[src/rtl/i2c_pkg.sv]
// Shared types and field offsets for the single-byte I2C master core.
package i2c_pkg;

  typedef enum logic [2:0] {
    ST_IDLE,
    ST_START,
    ST_ADDR,
    ST_ACK1,
    ST_DATA,
    ST_ACK2,
    ST_STOP
  } state_t;

  // data0 command word fields
  localparam int D0_ADDR_LSB  = 0;
  localparam int D0_ADDR_W    = 7;
  localparam int D0_RW_BIT    = 7;
  localparam int D0_WBYTE_LSB = 8;
  localparam int D0_GO_BIT    = 31;

  // data1 timing word fields
  localparam int D1_DIV_LSB = 0;
  localparam int D1_DIV_W   = 16;

  // status bit positions as seen by the CSR block
  localparam int STAT_BUSY_BIT    = 0;
  localparam int STAT_ACK_ERR_BIT = 1;
  localparam int STAT_DONE_BIT    = 2;
  localparam int STAT_DREADY_BIT  = 3;

endpackage

[src/rtl/i2c_tick_gen.sv]
// Quarter-bit tick generator: divider counter plus 0..3 quarter counter.
// With I2C_CLK_STRETCH_EN defined, q1 is held until the synchronised SCL reads high.
module i2c_tick_gen
  import i2c_pkg::*;
(
  input  logic                clk,
  input  logic                i_rst,
  input  logic                i_en,
  input  logic [D1_DIV_W-1:0] i_div,
  input  logic                i_scl,
  output logic                o_tick,
  output logic [1:0]          o_q
);

  logic [D1_DIV_W-1:0] r_cnt;
  logic [1:0]          r_q;
  logic                w_hold;
  logic [D1_DIV_W-1:0] w_div_m1;

`ifdef I2C_CLK_STRETCH_EN
  // keep the counter parked at 0 so the high time is a full D once SCL is seen high
  assign w_hold = (r_q == 2'd1) && !i_scl;
`else
  logic w_unused_scl;
  assign w_unused_scl = i_scl;
  assign w_hold       = 1'b0;
`endif

  assign w_div_m1 = i_div - D1_DIV_W'(1);
  assign o_tick   = i_en && !w_hold && (r_cnt == w_div_m1);
  assign o_q      = r_q;

  always_ff @(posedge clk or posedge i_rst) begin
    if (i_rst) begin
      r_cnt <= '0;
      r_q   <= '0;
    end else if (!i_en) begin
      r_cnt <= '0;
      r_q   <= '0;
    end else if (w_hold) begin
      r_cnt <= '0;
    end else if (o_tick) begin
      r_cnt <= '0;
      r_q   <= r_q + 2'd1;
    end else begin
      r_cnt <= r_cnt + D1_DIV_W'(1);
    end
  end

endmodule

[src/rtl/i2c_master_core.sv]
// Single-byte I2C master: START, addr+R/W, ACK, one data byte, ACK/NACK, STOP per GO edge.
// Optional clock stretching is enabled by defining I2C_CLK_STRETCH_EN.
module i2c_master_core
  import i2c_pkg::*;
#(
  parameter logic [15:0] DEF_DIV = 16'd250
)(
  input  logic        clk,
  input  logic        reset,
  input  logic [31:0] data0,
  input  logic [31:0] data1,
  output logic [31:0] data2,
  output logic        status_busy,
  output logic        status_ack_err,
  output logic        status_done,
  output logic        status_data_ready,
  input  logic        scl_i,
  output logic        scl_oe,
  input  logic        sda_i,
  output logic        sda_oe
);

  state_t      r_state;
  logic [15:0] r_cmd;
  logic [15:0] r_div;
  logic [7:0]  r_shift;
  logic [7:0]  r_rx;
  logic [2:0]  r_bit;
  logic        r_sample;
  logic        r_go_q, r_go_edge;
  logic        r_busy, r_ack_err, r_done, r_dready;
  logic        r_scl_oe, r_sda_oe;
  logic        r_scl_meta, r_scl_sync, r_sda_meta, r_sda_sync;
  logic        w_tick;
  logic [1:0]  w_q;
  logic        w_tx_bit;
  logic        w_unused_bits;

  assign w_unused_bits = ^{data0[30:16], data1[31:16]};

  i2c_tick_gen u_tick (
    .clk    (clk),
    .i_rst  (reset),
    .i_en   (r_busy),
    .i_div  (r_div),
    .i_scl  (r_scl_sync),
    .o_tick (w_tick),
    .o_q    (w_q)
  );

  always_ff @(posedge clk or posedge reset) begin
    if (reset) begin
      r_scl_meta <= 1'b0;
      r_scl_sync <= 1'b0;
      r_sda_meta <= 1'b0;
      r_sda_sync <= 1'b0;
    end else begin
      r_scl_meta <= scl_i;
      r_scl_sync <= r_scl_meta;
      r_sda_meta <= sda_i;
      r_sda_sync <= r_sda_meta;
    end
  end

  // SDA is released (1) for ACK slots, read data and the master's NACK
  always_comb begin
    w_tx_bit = 1'b1;
    if (r_state == ST_ADDR || (r_state == ST_DATA && !r_cmd[D0_RW_BIT]))
      w_tx_bit = r_shift[7];
  end

  always_ff @(posedge clk or posedge reset) begin
    if (reset) begin
      r_state   <= ST_IDLE;
      r_cmd     <= '0;
      r_div     <= '0;
      r_shift   <= '0;
      r_rx      <= '0;
      r_bit     <= '0;
      r_sample  <= 1'b0;
      r_go_q    <= 1'b0;
      r_go_edge <= 1'b0;
      r_busy    <= 1'b0;
      r_ack_err <= 1'b0;
      r_done    <= 1'b0;
      r_dready  <= 1'b0;
      r_scl_oe  <= 1'b0;
      r_sda_oe  <= 1'b0;
    end else begin
      r_go_q    <= data0[D0_GO_BIT];
      r_go_edge <= data0[D0_GO_BIT] && !r_go_q;

      case (r_state)
        ST_IDLE: begin
          r_scl_oe <= 1'b0;
          r_sda_oe <= 1'b0;
        end
        ST_START: begin
          r_scl_oe <= (w_q >= 2'd2);
          r_sda_oe <= (w_q != 2'd0);
        end
        ST_STOP: begin
          r_scl_oe <= (w_q == 2'd0);
          r_sda_oe <= (w_q <= 2'd1);
        end
        default: begin
          r_scl_oe <= (w_q == 2'd0) || (w_q == 2'd3);
          r_sda_oe <= !w_tx_bit;
        end
      endcase

      if (r_state == ST_IDLE) begin
        if (r_go_edge) begin
          r_cmd     <= data0[15:0];
          r_div     <= (data1[D1_DIV_LSB +: D1_DIV_W] == '0) ? DEF_DIV : data1[D1_DIV_LSB +: D1_DIV_W];
          r_shift   <= {data0[D0_ADDR_LSB +: D0_ADDR_W], data0[D0_RW_BIT]};
          r_ack_err <= 1'b0;
          r_done    <= 1'b0;
          r_dready  <= 1'b0;
          r_busy    <= 1'b1;
          r_state   <= ST_START;
        end
      end else if (w_tick) begin
        if (w_q == 2'd2)
          r_sample <= r_sda_sync;
        if (w_q == 2'd3) begin
          case (r_state)
            ST_START: begin
              r_state <= ST_ADDR;
              r_bit   <= '0;
            end
            ST_ADDR: begin
              r_shift <= {r_shift[6:0], 1'b0};
              if (r_bit == 3'd7) r_state <= ST_ACK1;
              else               r_bit   <= r_bit + 3'd1;
            end
            ST_ACK1: begin
              if (r_sample) begin
                r_ack_err <= 1'b1;
                r_state   <= ST_STOP;
              end else begin
                r_shift <= r_cmd[D0_WBYTE_LSB +: 8];
                r_bit   <= '0;
                r_state <= ST_DATA;
              end
            end
            ST_DATA: begin
              // on writes the shifted-in sample is discarded with the byte
              r_shift <= {r_shift[6:0], r_sample};
              if (r_bit == 3'd7) r_state <= ST_ACK2;
              else               r_bit   <= r_bit + 3'd1;
            end
            ST_ACK2: begin
              if (r_cmd[D0_RW_BIT]) begin
                r_rx     <= r_shift;
                r_dready <= 1'b1;
              end else if (r_sample) begin
                r_ack_err <= 1'b1;
              end
              r_state <= ST_STOP;
            end
            ST_STOP: begin
              r_busy  <= 1'b0;
              r_done  <= 1'b1;
              r_state <= ST_IDLE;
            end
            default: r_state <= ST_IDLE;
          endcase
        end
      end
    end
  end

  assign data2             = {24'h0, r_rx};
  assign status_busy       = r_busy;
  assign status_ack_err    = r_ack_err;
  assign status_done       = r_done;
  assign status_data_ready = r_dready;
  assign scl_oe            = r_scl_oe;
  assign sda_oe            = r_sda_oe;

endmodule

[config.mk]
export PLATFORM = sky130hd
export DESIGN_NAME = i2c_master_core
export DESIGN_NICKNAME = d
export VERILOG_FILES = /design/src/rtl/i2c_pkg.sv /design/src/rtl/i2c_tick_gen.sv /design/src/rtl/i2c_master_core.sv
export SDC_FILE = /design/constraint.sdc
export NUM_CORES = 1
export LEC_CHECK = 0
export BUFFER_PORTS_ARGS = -buffer_cell sky130_fd_sc_hd__buf_2
export CORE_MARGIN = 5
export CORE_UTILIZATION = 48
export CTS_BUF_LIST = sky130_fd_sc_hd__clkbuf_8 sky130_fd_sc_hd__clkbuf_16
export CTS_CLUSTER_SIZE = 28
export DETAILED_ROUTE_END_ITERATION = 12
export GPL_ROUTABILITY_DRIVEN = 0
export PLACE_DENSITY = 0.77
export SYNTH_ARGS = -nofsm -noshare
export SYNTH_HDL_FRONTEND = slang
export SYNTH_SLANG_ARGS = --single-unit
[constraint.sdc]
create_clock -name clk -period 3 [get_ports clk]
set_input_delay 0.15 -clock clk [delete_from_list [all_inputs] [get_ports clk]]
set_output_delay 0.15 -clock clk [all_outputs]
set_load 0.01 [all_outputs]
==> results by group <==
Floorplan
  • Die width: 103.6 um
  • Die height: 103.6 um
  • Initial Utilization: 48.67%
  • Placeable core area: 8636 um^2
  • IO Pins: 106
  • Full die area: 10730 um^2
  • Std-Cell Rows: 34

Outcome
  • Failing checks: setup timing
  • Status: complete, but fails checks

Pwr
  • Peak VDD IR: 0.0004777 V
  • Power, Total: 3499 uW
  • Power Density: 704.6 nW/um^2
  • Int Power: 2308 uW
  • Clk pwr share: 23.1%
  • Switching Fraction: 34.04%
  • Sw Pwr: 1191 uW
  • Sequential power share: 45.0%
  • Leakage: 0.002330 uW
  • Comb power frac: 31.9%

Timing
  • Fin crit period: 3.092 ns
  • Tcrit/Tclk final: 103.1%
  • Final hold vios: 0
  • Worst hold margin: 0.02345 ns
  • Unrepaired setup endpoints after global routing: true
  • Final Setup Violations: 8
  • Rel. slew slack: 48.58%
  • Setup Skew: 0.008846 ns
  • Max Clk Rate: 0.3234 GHz
  • Pins over their slew limit: 0
  • Final setup margin: -0.09226 ns
  • Slew at the pin with the worst max-slew slack: 0.7702 ns

Placed design
  • IO Port Bufs: 49
  • DP Area: 4651 um^2
  • Setup Slack @ Placement: -0.09846 ns
  • Dpl hpwl: 6.652 mm

Clocking
  • CTS Buf Count: 9
  • Root buffer cell: clkbuf_8
  • Max Buffers Root-to-Sink: 2
  • Worst-skew pair later-pin latency: 0.35 ns
  • H-tree levels: 3
  • CTS tree: yes
  • Clock sink total: 76
  • Worst-path clk slew: 0.08 ns

Logic synthesis
  • Total of warnings raised by yosys: 0
  • Post-synth EDFFs: 0
  • Post-Synthesis Cells: 400
  • Seq cells post-synth: 76
  • Synthesized cell area: 4203 um^2
  • Main synth FF type: dfrtp_1
  • Syn Area/Cell: 10.51 um^2
  • Seq/Total Area, Yosys: 45.25%
  • Async set-or-reset flop fraction in the synthesized netlist: 100.0%
  • Post-synth cell types: 54

Setup path
  • Worst-path cell chain: inv_2 -> ha_4 -> nor3b_4 -> buf_4 -> nand4b_1 -> xnor2_1 -> nand4_1 -> a211oi_2 -> buf_4 -> nand3_4 -> or4_4 -> mux2_4
  • Max incr delay on CP: 0.63 ns
  • Critical Path RT: 3.24 ns
  • Most used cell, CP: buf_4
  • CP arrival: 3.33 ns
  • CP max FO: 5
  • Setup CP Type: reg2reg
  • Slowest-stage cell, CP: or4_4
  • Endpoint type of the worst setup path: flop
  • CP Launch Type: flop

Detailed routing
  • Wire per inst: 15.70 um
  • DR vias/cell: 5.444
  • First drt pass iteration count: 5
  • Vias: 3212
  • DR iter-0 viols: 226
  • Final ANT Viol Nets: 0
  • Total Routed Length: 9.265 mm
  • DRC viols: 0

Hold path
  • Worst Hold Class: in2reg

Finish
  • P&R area growth vs syn: 18.16%
  • Layout cell share with drive strength beyond 1: 30.29%
  • Ant. Diodes: 0
  • Final instance area: 4966 um^2
  • Final #Nets: 553

Job
  • Max Cap Viol: 0

Global route
  • Vias in the first global route: 3326
  • Initial antenna violation count: 0
  • Total grt overflow: 0
  • First-pass GRT wire length: 15.36 mm
  • Largest net degree at the start of global routing: 44
  • GRT Overall Usage: 17.08%
[layout by cell type (no fill, tap or decap), types with 11 or more instances in the layout]
| cell | n |
|---|---|
| o21ai_0 | 12 |
| conb_1 | 24 |
| a21oi_1 | 12 |
| nand2_1 | 22 |
| nand3_1 | 11 |
| buf_2 | 49 |
| nor2_1 | 34 |
| xnor2_1 | 20 |
| dfrtp_1 | 76 |
| mux2_2 | 21 |
| xor2_1 | 17 |
| buf_4 | 32 |
[metal layers]
layer	up-vias	part of all wire (%)	global-route usage, %
met5	-	0	0
met4	0	3.6	8.810
met3	27	5.1	2.488
met2	111	48	28.69
met1	1557	43	21.25
li1	1517	-	-
[synthesized netlist by cell type, types with 6 or more instances]
cell type  number  area (um^2)
a21oi_1        12        60.06
a22oi_1         8        60.06
buf_4          24        180.2
clkbuf_1       15        56.30
dfrtp_1        76         1902
ha_1            8        100.1
inv_1          11        41.29
mux2_1          7        78.83
mux2_2         21        236.5
mux2_4          8        120.1
nand2_1        22        82.58
nand3_1        11        55.05
nand4_1         7        43.79
nor2_1         34        127.6
nor2b_1         6        37.54
nor4_1          6        37.54
o21ai_0        12        60.06
o22a_1          6        52.55
xnor2_1        20        175.2
xor2_1         17        148.9
[power by group through the flow]
stage | Sequential (uW) | Clock [uW] | Combinational (uW)
after CTS | 1570 | 822 | 1090
after floorplan | 1500 | 0 | 801
after detailed placement | 1600 | 0 | 1030
final | 1580 | 809 | 1110
after global routing | 1610 | 872 | 1230
after global placement | 1580 | 0 | 984
[kinds of logic after synthesis]
logic type | synth area share, %
mux | 11.08
simple gates | 15.63
flops | 45.25
other cells | 0.08923
xor+xnor | 7.711
buf+inv | 7.502
fa+ha+maj | 2.620
compound gates | 10.12
[path summary, 6_finish.rpt]
check	depth (start not counted)	endpoint	slack [ns]	start
worst max register to register	12	r_rx[5]	-0.09	r_div[0]
max in group asynchronous	4	u_tick.r_cnt[9]	1.82	reset
worst min-delay path	2	r_cmd[15]	0.02	data0[15]
worst min register to register	0	r_sda_sync	0.36	r_sda_meta
min in group asynchronous	3	r_div[10]	0.49	reset
worst max-delay path	12	r_rx[5]	-0.09	r_div[0]
[timing repair]
item                                   4_1_cts  5_1_grt
resized for setup                            4        3
setup endpoints to repair                    9        8
gates cloned                                 0        1
endpoints found under the hold margin       35        0
setup buffers                                4        2
pin swaps                                    1        6
hold buffers                                 3        0
[critical path, delay by kind of cell, from the launching register on]
kind,cells,cell delay [ns]
multiplexers,1,0.33
AND/OR/NAND/NOR,5,1.20
buffers and inverters,3,0.39
XOR/XNOR,1,0.24
adder cells (fa/ha/maj),1,0.15
AO/OA/AOI/OAI,1,0.25
flip-flops,1,0.40
[cell type report]
cell class	instances	area (um^2)
tap	108	135.1
sequential	76	1902
clock buffer	10	137.6
multi-input combinational	293	2125
clock inverter	6	70.07
timing repair buffer	86	555.5
fill	716	3670
inverter	11	41.29
[state kept, by name (all words and copies together), names as in the netlist, 2 cells and up]
name          count
u_tick.r_cnt     16
r_cmd             9
r_shift           8
u_tick.o_q        2
r_div            16
r_rx              8
r_state           3
r_bit             3
[stage by stage]
step | setup TNS [ns] | instances | util [%]
after detailed placement | -0.7386 | 565 | 53.85
after global placement | -0.5742 | 565 | 53.85
after global routing | -1.245 | 590 | 57.51
after floorplan | 0 | 423 | -
final | -0.5537 | 590 | 57.51
after CTS | -0.1470 | 588 | 57.17
Power figures use the tool's default switching activity.
